===== config.mk =====
export PLATFORM = sky130hd
export DESIGN_NAME = tridiag_coeff_loader
export DESIGN_NICKNAME = d
export VERILOG_FILES = /design/src/rtl/tridiag_coeff_loader.sv
export SDC_FILE = /design/constraint.sdc
export NUM_CORES = 1
export LEC_CHECK = 0
export CAP_MARGIN = 20
export CORE_AREA = 5 5 322 324
export DETAILED_ROUTE_END_ITERATION = 10
export DIE_AREA = 0 0 327 329
export PLACE_DENSITY_LB_ADDON = 0.1
export RECOVER_POWER = 25
export SYNTH_ARGS = -nofsm -noshare
export SYNTH_HDL_FRONTEND = slang
export SYNTH_SLANG_ARGS = --single-unit

===== constraint.sdc =====
create_clock -name clk -period 30.1 [get_ports clk]
set_clock_uncertainty 0.05 [all_clocks]
set_input_delay 6.02 -clock clk [delete_from_list [all_inputs] [get_ports clk]]
set_output_delay 6.02 -clock clk [all_outputs]
set_load 0.03 [all_outputs]

===== src/rtl/tridiag_coeff_loader.sv =====
// Coefficient loader for the tridiagonal determinant engine: fills b/a/c from a word
// stream, fires the engine, returns its determinant. Optional watchdog: TRIDIAG_LOADER_TIMEOUT_EN.
module tridiag_coeff_loader #(
  parameter int N       = 16,
  parameter int WIDTH   = 16,
  parameter int TIMEOUT = 64
) (
  input  logic                      clk,
  input  logic                      rst,
  input  logic                      in_valid,
  output logic                      in_ready,
  input  logic [WIDTH-1:0]          in_data,
  output logic [WIDTH*(N-1)-1:0]    a_flat,
  output logic [WIDTH*N-1:0]        b_flat,
  output logic [WIDTH*(N-1)-1:0]    c_flat,
  output logic                      start,
  input  logic                      eng_done,
  input  logic signed [2*WIDTH-1:0] eng_det,
  output logic                      out_valid,
  input  logic                      out_ready,
  output logic signed [2*WIDTH-1:0] out_det,
  output logic                      out_err,
  output logic                      busy
);

  localparam int CNT_W = $clog2(3*N-2);

  typedef enum logic [1:0] {LOAD, FIRE, WAIT, OUT} state_t;

  state_t           state, state_nxt;
  logic [CNT_W-1:0] cnt;
  logic             xfer;
  logic             last_word;
  logic             tmo_hit;

  assign in_ready  = (state == LOAD);
  assign busy      = (state != LOAD);
  assign xfer      = in_valid && in_ready;
  assign last_word = (cnt == CNT_W'(3*N-3));

  always_ff @(posedge clk or posedge rst) begin
    if (rst) state <= LOAD;
    else     state <= state_nxt;
  end

  always_comb begin
    state_nxt = state;
    case (state)
      LOAD: if (xfer && last_word) state_nxt = FIRE;
      FIRE: state_nxt = WAIT;
      WAIT: if (eng_done || tmo_hit) state_nxt = OUT;
      OUT:  if (out_ready) state_nxt = LOAD;
      default: state_nxt = LOAD;
    endcase
  end

  // Stream order is b[0..N-1], a[0..N-2], c[0..N-2]; slots are written only while loading
  always_ff @(posedge clk or posedge rst) begin
    if (rst) begin
      cnt    <= '0;
      a_flat <= '0;
      b_flat <= '0;
      c_flat <= '0;
    end else if (xfer) begin
      cnt <= last_word ? '0 : cnt + 1'b1;
      for (int k = 0; k < N; k++)
        if (cnt == CNT_W'(k)) b_flat[k*WIDTH +: WIDTH] <= in_data;
      for (int k = 0; k < N-1; k++) begin
        if (cnt == CNT_W'(N+k))     a_flat[k*WIDTH +: WIDTH] <= in_data;
        if (cnt == CNT_W'(2*N-1+k)) c_flat[k*WIDTH +: WIDTH] <= in_data;
      end
    end
  end

  // Result side: start is high exactly during FIRE, result captured on leaving WAIT
  always_ff @(posedge clk or posedge rst) begin
    if (rst) begin
      start     <= 1'b0;
      out_valid <= 1'b0;
      out_det   <= '0;
    end else begin
      start <= (state == LOAD) && xfer && last_word;
      if (state == WAIT && eng_done) begin
        out_det   <= eng_det;
        out_valid <= 1'b1;
      end else if (tmo_hit) begin
        out_det   <= '0;
        out_valid <= 1'b1;
      end else if (state == OUT && out_ready) begin
        out_valid <= 1'b0;
      end
    end
  end

`ifdef TRIDIAG_LOADER_TIMEOUT_EN
  localparam int TW = $clog2(TIMEOUT+1);

  logic [TW-1:0] tmo_cnt;

  assign tmo_hit = (state == WAIT) && (tmo_cnt == TW'(TIMEOUT-1));

  always_ff @(posedge clk or posedge rst) begin
    if (rst)                tmo_cnt <= '0;
    else if (state != WAIT) tmo_cnt <= '0;
    else if (!tmo_hit)      tmo_cnt <= tmo_cnt + 1'b1;
  end

  // A done arriving on the expiry cycle takes priority over the timeout
  always_ff @(posedge clk or posedge rst) begin
    if (rst)                           out_err <= 1'b0;
    else if (state == WAIT && eng_done) out_err <= 1'b0;
    else if (tmo_hit)                   out_err <= 1'b1;
  end
`else
  assign tmo_hit = 1'b0;
  assign out_err = 1'b0;
`endif

endmodule


* Word level (Yosys, flattened, before mapping) *
Index checks and enable logic that the tools add are counted.

word-level totals
  flip-flop bits (word level) = 778
  bits of input ports = 53

operators by class
  add/sub/neg operators = 1
  equal/unequal tests = 51
  multiplexer cells = 7
  reductions and logical operators = 57

operator list
  kind                                                                     count
  6-bit by 5-bit equality test with 1-bit output, second input constant    16
  2-bit AND reduction                                                      46
  6-bit equality test, second input constant                               14
  6-bit by 4-bit equality test with 1-bit output, second input constant    8
  6-bit by 3-bit equality test with 1-bit output, second input constant    4
  6-bit by 2-bit equality test with 1-bit output, second input constant    2
  2-bit one-hot mux with 4 select lines                                    1
  6-bit by 1-bit adder with 6-bit output, second input constant            1
  6-bit by 1-bit equality test with 1-bit output, second input constant    1
  1-bit logical AND                                                        6
  6-bit logical NOT                                                        1
  2-bit 2-to-1 mux                                                         3
  6-bit 2-to-1 mux                                                         1
  2-bit equality test, second input constant                               2
  2-bit inequality test, second input constant                             2
  2-bit nonzero test                                                       2
  3-bit AND reduction                                                      1
  2-bit by 1-bit equality test with 1-bit output, second input constant    1
  2-bit logical NOT                                                        1
  1-bit 2-to-1 mux                                                         2
  2-bit by 1-bit inequality test with 1-bit output, second input constant  1

* Longest topological paths before layout *
Gate-level depths: netlist (run 1).

  depth in word-level cells = 5
  gate-level depth with buffers = 9
  depth with buffers taken out = 7

* Worst setup path before layout (run 1) *
OpenSTA, ideal clock, no wires.

  path kind = input-to-reg
  start point = input in_valid
  end point = register b_flat[224]
  setup time = 0.125 ns
  data arrival time = 7.273 ns
  data required time = 29.925 ns
  slack = 22.652 ns
  stages = 6
  path buffers = 2
  path through = nand2_4 > or3_4 > buf_12 > nor2_8 > buf_12 > mux2_4

on the way
  longest elaborated chain between the ends = 2

RTL lines
  what                            line  source
  start: declaration              10    input logic in_valid,
  1-bit logical AND               38    assign xfer = in_valid && in_ready;
  2-bit AND reduction (no line)   -
  end signal: indexed assignment  67    if (cnt == CNT_W'(k)) b_flat[k*WIDTH +: WIDTH] <= in_data;
  end: declaration                14    output logic [WIDTH*N-1:0] b_flat,

Every way passes these cells.
A chain may end at the register's enable or synchronous reset.

==> summary.md, run 1 <==
| Metric | Value |
|---|---|
| Clock Sinks | `778` |
| Mapped Area | `between 30000 and 40000 µm²` |
| Die width | `327 µm` |
| Clk pwr share | `about 25%` |
| CP endpoint kind | `async pin` |
| Overall Global Routing Usage | `19.9%` |
| Hold Startpoint | `a_flat[228]$_DFFE_PP0P_` |
| Most frequent cell after synthesis | `dfrtp_1` |
| CTS Hold Bufs | `0` |
| Gate Count Post-Synth | `about 1800` |
| Synth async-reset ratio | `between 90% and 100%` |
| # resized after CTS | `0` |
| Core ar. | `approximately 100000 µm²` |
| Failing checks | `max-capacitance violations, max-slew violations` |
| Drt wl/cell | `27.5 µm` |
| Power Dens Cells | `~100 nW/µm²` |
| Flop pwr share | `35.4%` |
| Switching Fraction | `36.7%` |
| Global routing's busiest layer | `met2` |
| Commonest cells in the netlist | `778 x dfrtp_1, 598 x mux2_2, 90 x mux2_4` |
| RSZ-0062 raised after global routing | `no` |
| Final slew viol count | `~350` |
| Ys flop type | `dfrtp_1` |
| Max Freq | `0.0846 GHz` |
| Final WS setup | `~18 ns` |
| Post-CTS Setup Repair Bufs | `0` |
| Initial Utilization | `30.1%` |
| Internal Pwr Total | `approximately 2700 µW` |
| Syn Nets | `about 1900` |
| Avg Synthesized Cell Area | `approximately 17 µm²` |
| Hold endpoint | `a_flat[228]$_DFFE_PP0P_` |
| Post-synth EDFFs | `0` |
| Worst vdd ir | `around 60 µV` |
| Final nets | `around 2700` |
| Num CTS Buffers | `89` |
| R2r startpoint | `state[0]$_DFFE_PP0P_` |
| Htree depth | `3` |
| Number of antenna violations at the first check in global routing | `7` |
| Tcrit/Tclk final | `about two fifths` |
| Sequential share of the synthesized area | `about 64%` |
| Yosys top cell area share | `approximately 64%` |
| Area Growth Syn to Fin | `39.0%` |
| Vias in the first global route | `about 20000` |
| Net Sw Power | `about 1600 µW` |
| Final ANT Viol Nets | `0` |
| Maxcap violations | `13` |
| Grt met1 use | `a little under a quarter` |
| WS Path Type | `in2async` |
| Die Ht | `roughly 330 µm` |
| FF-to-FF path depth | `6` |
| Via density | `between 4 and 5` |
| Critical Path Start | `rst` |
| Final setup vio count | `0` |
| Final wirelength | `around 110 mm` |
| Top cells by area, synth | `dfrtp_1 64%, mux2_2 22%, mux2_4 4.4%` |
| Gate power share | `39.6%` |
| Met3 Use GR | `around 6%` |
| Placement Setup Slack | `around 20 ns` |
| Yosys cell types | `between 40 and 50` |
| First-pass GRT wire length | `155 mm` |
| GRT overflow | `0` |
| Worst hold path type | `reg2reg` |
| Initial DRC count | `roughly 800` |
| Num rows | `roughly 120` |
| Placer congestion estimate | `about 0.79` |
| Crit path max fanout | `183` |
| Crit path launch type | `primary input` |
| Yosys warnings | `0` |
| Synth area leader | `dfrtp_1` |
| IO Port Bufs | `between 800 and 900` |
| Hold depth | `1` |
| CTS tree | `yes` |
| CP Data Required Time | `about 31 ns` |
| Root Buffer | `clkbuf_16` |
| Boundary Pins | `about 830` |
| Leakage | `about 0.020 µW` |
| Worst R2R Setup Slack | `approximately 26 ns` |
| Worst-margin pin slew | `about 5.7 ns` |
| Yosys reg bits | `slightly below 800` |
| Die footprint | `roughly 110000 µm²` |
| Status | `finished, violations left` |
| Clk_lat worst skew | `0.64 ns` |
| Layout cells sized above 1 | `between 30% and 40%` |
| R2r endpoint | `a_flat[238]$_DFFE_PP0P_` |
| Post-route setup TNS | `0 ns` |
| Largest net degree at the start of global routing | `around 180` |
| Final min period | `around 12 ns` |
| Relative slew slack | `-285%` |
| Final routed DRC violation total | `0` |
| Hold slack final | `around 0.43 ns` |
| Hpwl dp | `between 70 and 80 mm` |
| Final hold viol count | `0` |
| Clock Tree Buf Depth | `3` |
| Reg clk slew, reported paths | `~0.06 ns` |
| Met2 usage | `roughly 34%` |
| TritonRoute pass-1 iters | `4` |
| Vias | `~18000` |
| Worst path arrival time | `roughly 12 ns` |
[per-layer routing]
layer,vias to the layer above,part of all wire [%]
met4,0,3.5
met1,9748,40
li1,7897,-
met5,-,0
met3,143,7.0
met2,616,50
[worst max-delay path, stage by stage]
cell	delay [ns]
dlygate4sd3_1	0.55
clkinvlp_2	3.20
buf_12	0.73
buf_4	0.79
buf_4	0.82
[area by class of cell]
type,instances,area (µm²)
Timing Repair Buffer,852,8430
Antenna cell,4,10.0
Multi-Input combinational cell,876,9800
Fill cell,9207,58600
Clock buffer,134,2710
Sequential cell,778,19500
Clock inverter,19,184
Tap cell,1309,1640
Inverter,8,31.3
[flip-flops by register name, summed over array words and instances, names as in the netlist]
name       cells
b_flat       256
a_flat       240
c_flat       240
out_det       32
cnt            6
state          2
out_valid      1
start          1
[cells in the final DEF (no fill, tap or decap), types with 2 or more instances in the layout]
| master | instances |
|---|---|
| a21o_1 | 2 |
| buf_12 | 3 |
| buf_2 | 16 |
| buf_4 | 23 |
| bufinv_16 | 3 |
| clkbuf_1 | 20 |
| clkbuf_16 | 94 |
| clkbuf_8 | 21 |
| clkdlybuf4s50_1 | 714 |
| clkinv_2 | 14 |
| dfrtp_1 | 778 |
| diode_2 | 4 |
| dlygate4sd3_1 | 94 |
| ha_1 | 7 |
| inv_1 | 7 |
| mux2_1 | 82 |
| mux2_2 | 597 |
| mux2_4 | 90 |
| nand2_1 | 13 |
| nand2_2 | 8 |
| nand3_1 | 14 |
| nand3_2 | 2 |
| nor2_1 | 17 |
| nor2_2 | 7 |
| nor2_4 | 2 |
| nor2_8 | 10 |
| nor3_1 | 2 |
| o21ai_0 | 3 |
[power groups by stage]
stage          clock [µW]  combinational, µW  sequential (µW)
2_1_floorplan           0                396             2070
3_3_place_gp            0               1730             1520
3_5_place_dp            0               1740             1530
4_1_cts              1100               1740             1520
5_1_grt              1140               1760             1550
6_report             1070               1690             1510
[worst max-delay path by stage]
stage | slack, ns | cells after the start | end
global placement | 20.07 | 5 | out_det[12]$_DFFE_PP0P_
detailed placement | 19.98 | 5 | out_det[17]$_DFFE_PP0P_
finish | 18.28 | 5 | out_det[30]$_DFFE_PP0P_
floorplan | 2.19 | 1 | a_flat[0]$_DFFE_PP0P_
global route | 16.84 | 5 | out_det[30]$_DFFE_PP0P_
CTS | 20.71 | 5 | out_det[30]$_DFFE_PP0P_
[through the flow]
step,area [µm²],power (µW),cells,util [%]
finish,42300,4270,3980,41.9
global route,42300,4450,3978,41.9
global placement,39600,3250,3821,39.2
CTS,42500,4360,3974,42.1
floorplan,30400,2470,1804,-
detailed placement,39600,3270,3821,39.2
[cells by family after synthesis]
logic type      after synthesis  share of synthesized area (%)
flops                       778                           64.0
other cells                   1                         0.0123
simple gates                 88                           2.89
xor+xnor                      1                         0.0288
mux                         769                           29.6
compound gates               10                          0.251
buf+inv                     150                           2.92
fa+ha+maj                     7                          0.288
Note: power is estimated with default switching activity, not from simulation.
==> inputs of run 2 (changes only) <==
- clock period: 30.1 -> 11.9 ns (I/O delays scaled with it)
==> run 2 against run 1 <==
  * The flow still finishes with violations (max-capacitance violations, max-slew violations)
  * Wire length grew 1.2%
  * Clock-buffer cell count grew 3
  * Sequential cell count is the same
  * Sequential share of layout area shrank 0.38 points
  * Highest routed layer is now met5
==> summary.md, run 2 (same netlist as run 1, synthesis figures left out) <==
| Metric | Value |
|---|---|
| Final hold viol count | `0` |
| Reg clk slew, reported paths | `around 0.060 ns` |
| Tcrit/Tclk final | `60.6%` |
| Internal Pwr Total | `7050 µW` |
| Non-filler cells, final | `between 3000 and 4000` |
| Failing checks | `max-capacitance violations, max-slew violations` |
| Worst path arrival time | `between 6 and 7 ns` |
| Num rows | `approximately 120` |
| Largest registers | `b_flat (256), a_flat (240), c_flat (240)` |
| Leakage | `approximately 0.020 µW` |
| Die footprint | `about 110000 µm²` |
| Final min period | `slightly above 7 ns` |
| Final nets | `approximately 2700` |
| Worst-margin pin slew | `slightly above 4 ns` |
| Hpwl dp | `approximately 76 mm` |
| Max Freq | `roughly 0.14 GHz` |
| Area Growth Syn to Fin | `40.2%` |
| Boundary Pins | `~830` |
| Root Buffer | `clkbuf_16` |
| CTS Hold Bufs | `0` |
| Hold Startpoint | `out_valid$_DFFE_PP0P_` |
| Core ar. | `101000 µm²` |
| Worst vdd ir | `between 100 and 150 µV` |
| Power Dens Cells | `around 260 nW/µm²` |
| # resized after CTS | `0` |
| Final ANT Viol Nets | `0` |
| Die width | `~330 µm` |
| Overall Global Routing Usage | `between 20% and 30%` |
| Biggest register | `b_flat` |
| Num CTS Buffers | `91` |
| CTS tree | `yes` |
| Clk pwr share | `approximately a quarter` |
| Relative slew slack | `-172%` |
| Clock Sinks | `around 780` |
| Htree depth | `3` |
| RSZ-0062 raised after global routing | `no` |
| Switching Fraction | `36.4%` |
| Commonest non-fill, non-tap cells in the layout | `805 x clkdlybuf4s50_1, 778 x dfrtp_1, 598 x mux2_2` |
| Flop pwr share | `around 34%` |
| Gate power share | `between 30 and 40%` |
| Largest net degree at the start of global routing | `~170` |
| Crit path max fanout | `74` |
| Via density | `approximately 4.6` |
| Drt wl/cell | `about 28 µm` |
| First-pass GRT wire length | `between 150 and 200 mm` |
| Initial DRC count | `770` |
| Crit path launch type | `primary input` |
| WS Path Type | `in2async` |
| Die Ht | `about 330 µm` |
| Placed Instances | `between 3000 and 4000` |
| Max reg flops | `~260` |
| Placer congestion estimate | `between 0.7 and 0.8` |
| Final Core Density | `42.3%` |
| Layout cells sized above 1 | `~34%` |
| Leading cell type in the layout, fill and taps excluded | `clkdlybuf4s50_1` |
| Status | `finished, violations left` |
| Maxcap violations | `13` |
| Initial Utilization | `a little under a third` |
| Final slew viol count | `~340` |
| Clock Tree Buf Depth | `3` |
| CP Data Required Time | `11.66 ns` |
| Clk_lat worst skew | `0.64 ns` |
| Vias in the first global route | `20000` |
| Post-CTS Setup Repair Bufs | `0` |
| IO Port Bufs | `~820` |
| Final setup vio count | `0` |
| Net Sw Power | `approximately 4000 µW` |
| Vias | `between 15000 and 20000` |
| GRT overflow | `0` |
| Number of antenna violations at the first check in global routing | `4` |
| R2r startpoint | `state[0]$_DFFE_PP0P_` |
| Final routed DRC violation total | `0` |
| CP endpoint kind | `async pin` |
| Worst hold path type | `reg2reg` |
| TritonRoute pass-1 iters | `4` |
| Final wirelength | `between 100 and 150 mm` |
| Critical Path Start | `rst` |
-- run 2: cell count changes in the layout (fill, tap and decap cells not counted), sizes merged, moves of 2 or more --
cell / delta
inv: +5
dlygate4sd3: -91
diode: -2
bufinv: +7
clkdlybuf4s50: +91
clkbuf: +8
-- run 2: per-stage QoR --
stage	worst slack [ns]	instance area [µm²]	TNS [ns]	power (µW)	hold slack (ns)
global placement	6.55	39600	0	8230	0.417
global route	3.77	42600	0	11600	0.450
detailed placement	6.48	39600	0	8280	0.423
finish	4.69	42600	0	11100	0.430
CTS	6.96	42800	0	11300	0.435
floorplan	-1.20	30400	-935.94	6250	0.450
-- run 2: critical path, stage by stage --
cell and delay [ns]:
dlygate4sd3_1 0.54, clkinvlp_2 0.62, clkbuf_1 0.46, clkbuf_1 2.90
-- run 2: area by class of cell --
class                      count  area, µm²
inverter                       8       31.3
antenna                        2       5.00
timing repair buffer         857       8470
sequential                   778      19500
fill                        9238      58200
multi-input combinational    876       9850
tap                         1309       1640
clock buffer                 137       2710
clock inverter                31        455
-- run 2: power groups by stage --
| stage | Clock, µW | Sequential, µW | Combinational, µW |
|---|---|---|---|
| after floorplan | 0 | 5240 | 1000 |
| after global placement | 0 | 3810 | 4420 |
| after detailed placement | 0 | 3840 | 4440 |
| after CTS | 3020 | 3810 | 4450 |
| after global routing | 3120 | 3890 | 4540 |
| final | 2920 | 3800 | 4360 |
-- run 2: routing by layer --
metal / routed length (µm) / track usage [%] / vias to the layer above
li1: - / - / 7932
met1: 42600 / 23.7 / 9754
met2: 54800 / 34.2 / 643
met3: 8920 / 6.23 / 168
met4: 4560 / 7.98 / 2
met5: 7 / 0 / -
-- run 2: final timing paths --
| kind | endpoint | slack, ns | cells past startpoint |
|---|---|---|---|
| min in group asynchronous | a_flat[4]$_DFFE_PP0P_ | 2.32 | 2 |
| max in group clk | a_flat[105]$_DFFE_PP0P_ | 6.10 | 5 |
| worst min register to register | out_valid$_DFFE_PP0P_ | 0.43 | 2 |
| worst max-delay path | a_flat[36]$_DFFE_PP0P_ | 4.69 | 4 |
| worst min-delay path | out_valid$_DFFE_PP0P_ | 0.43 | 2 |
| worst max register to register | a_flat[105]$_DFFE_PP0P_ | 7.51 | 6 |
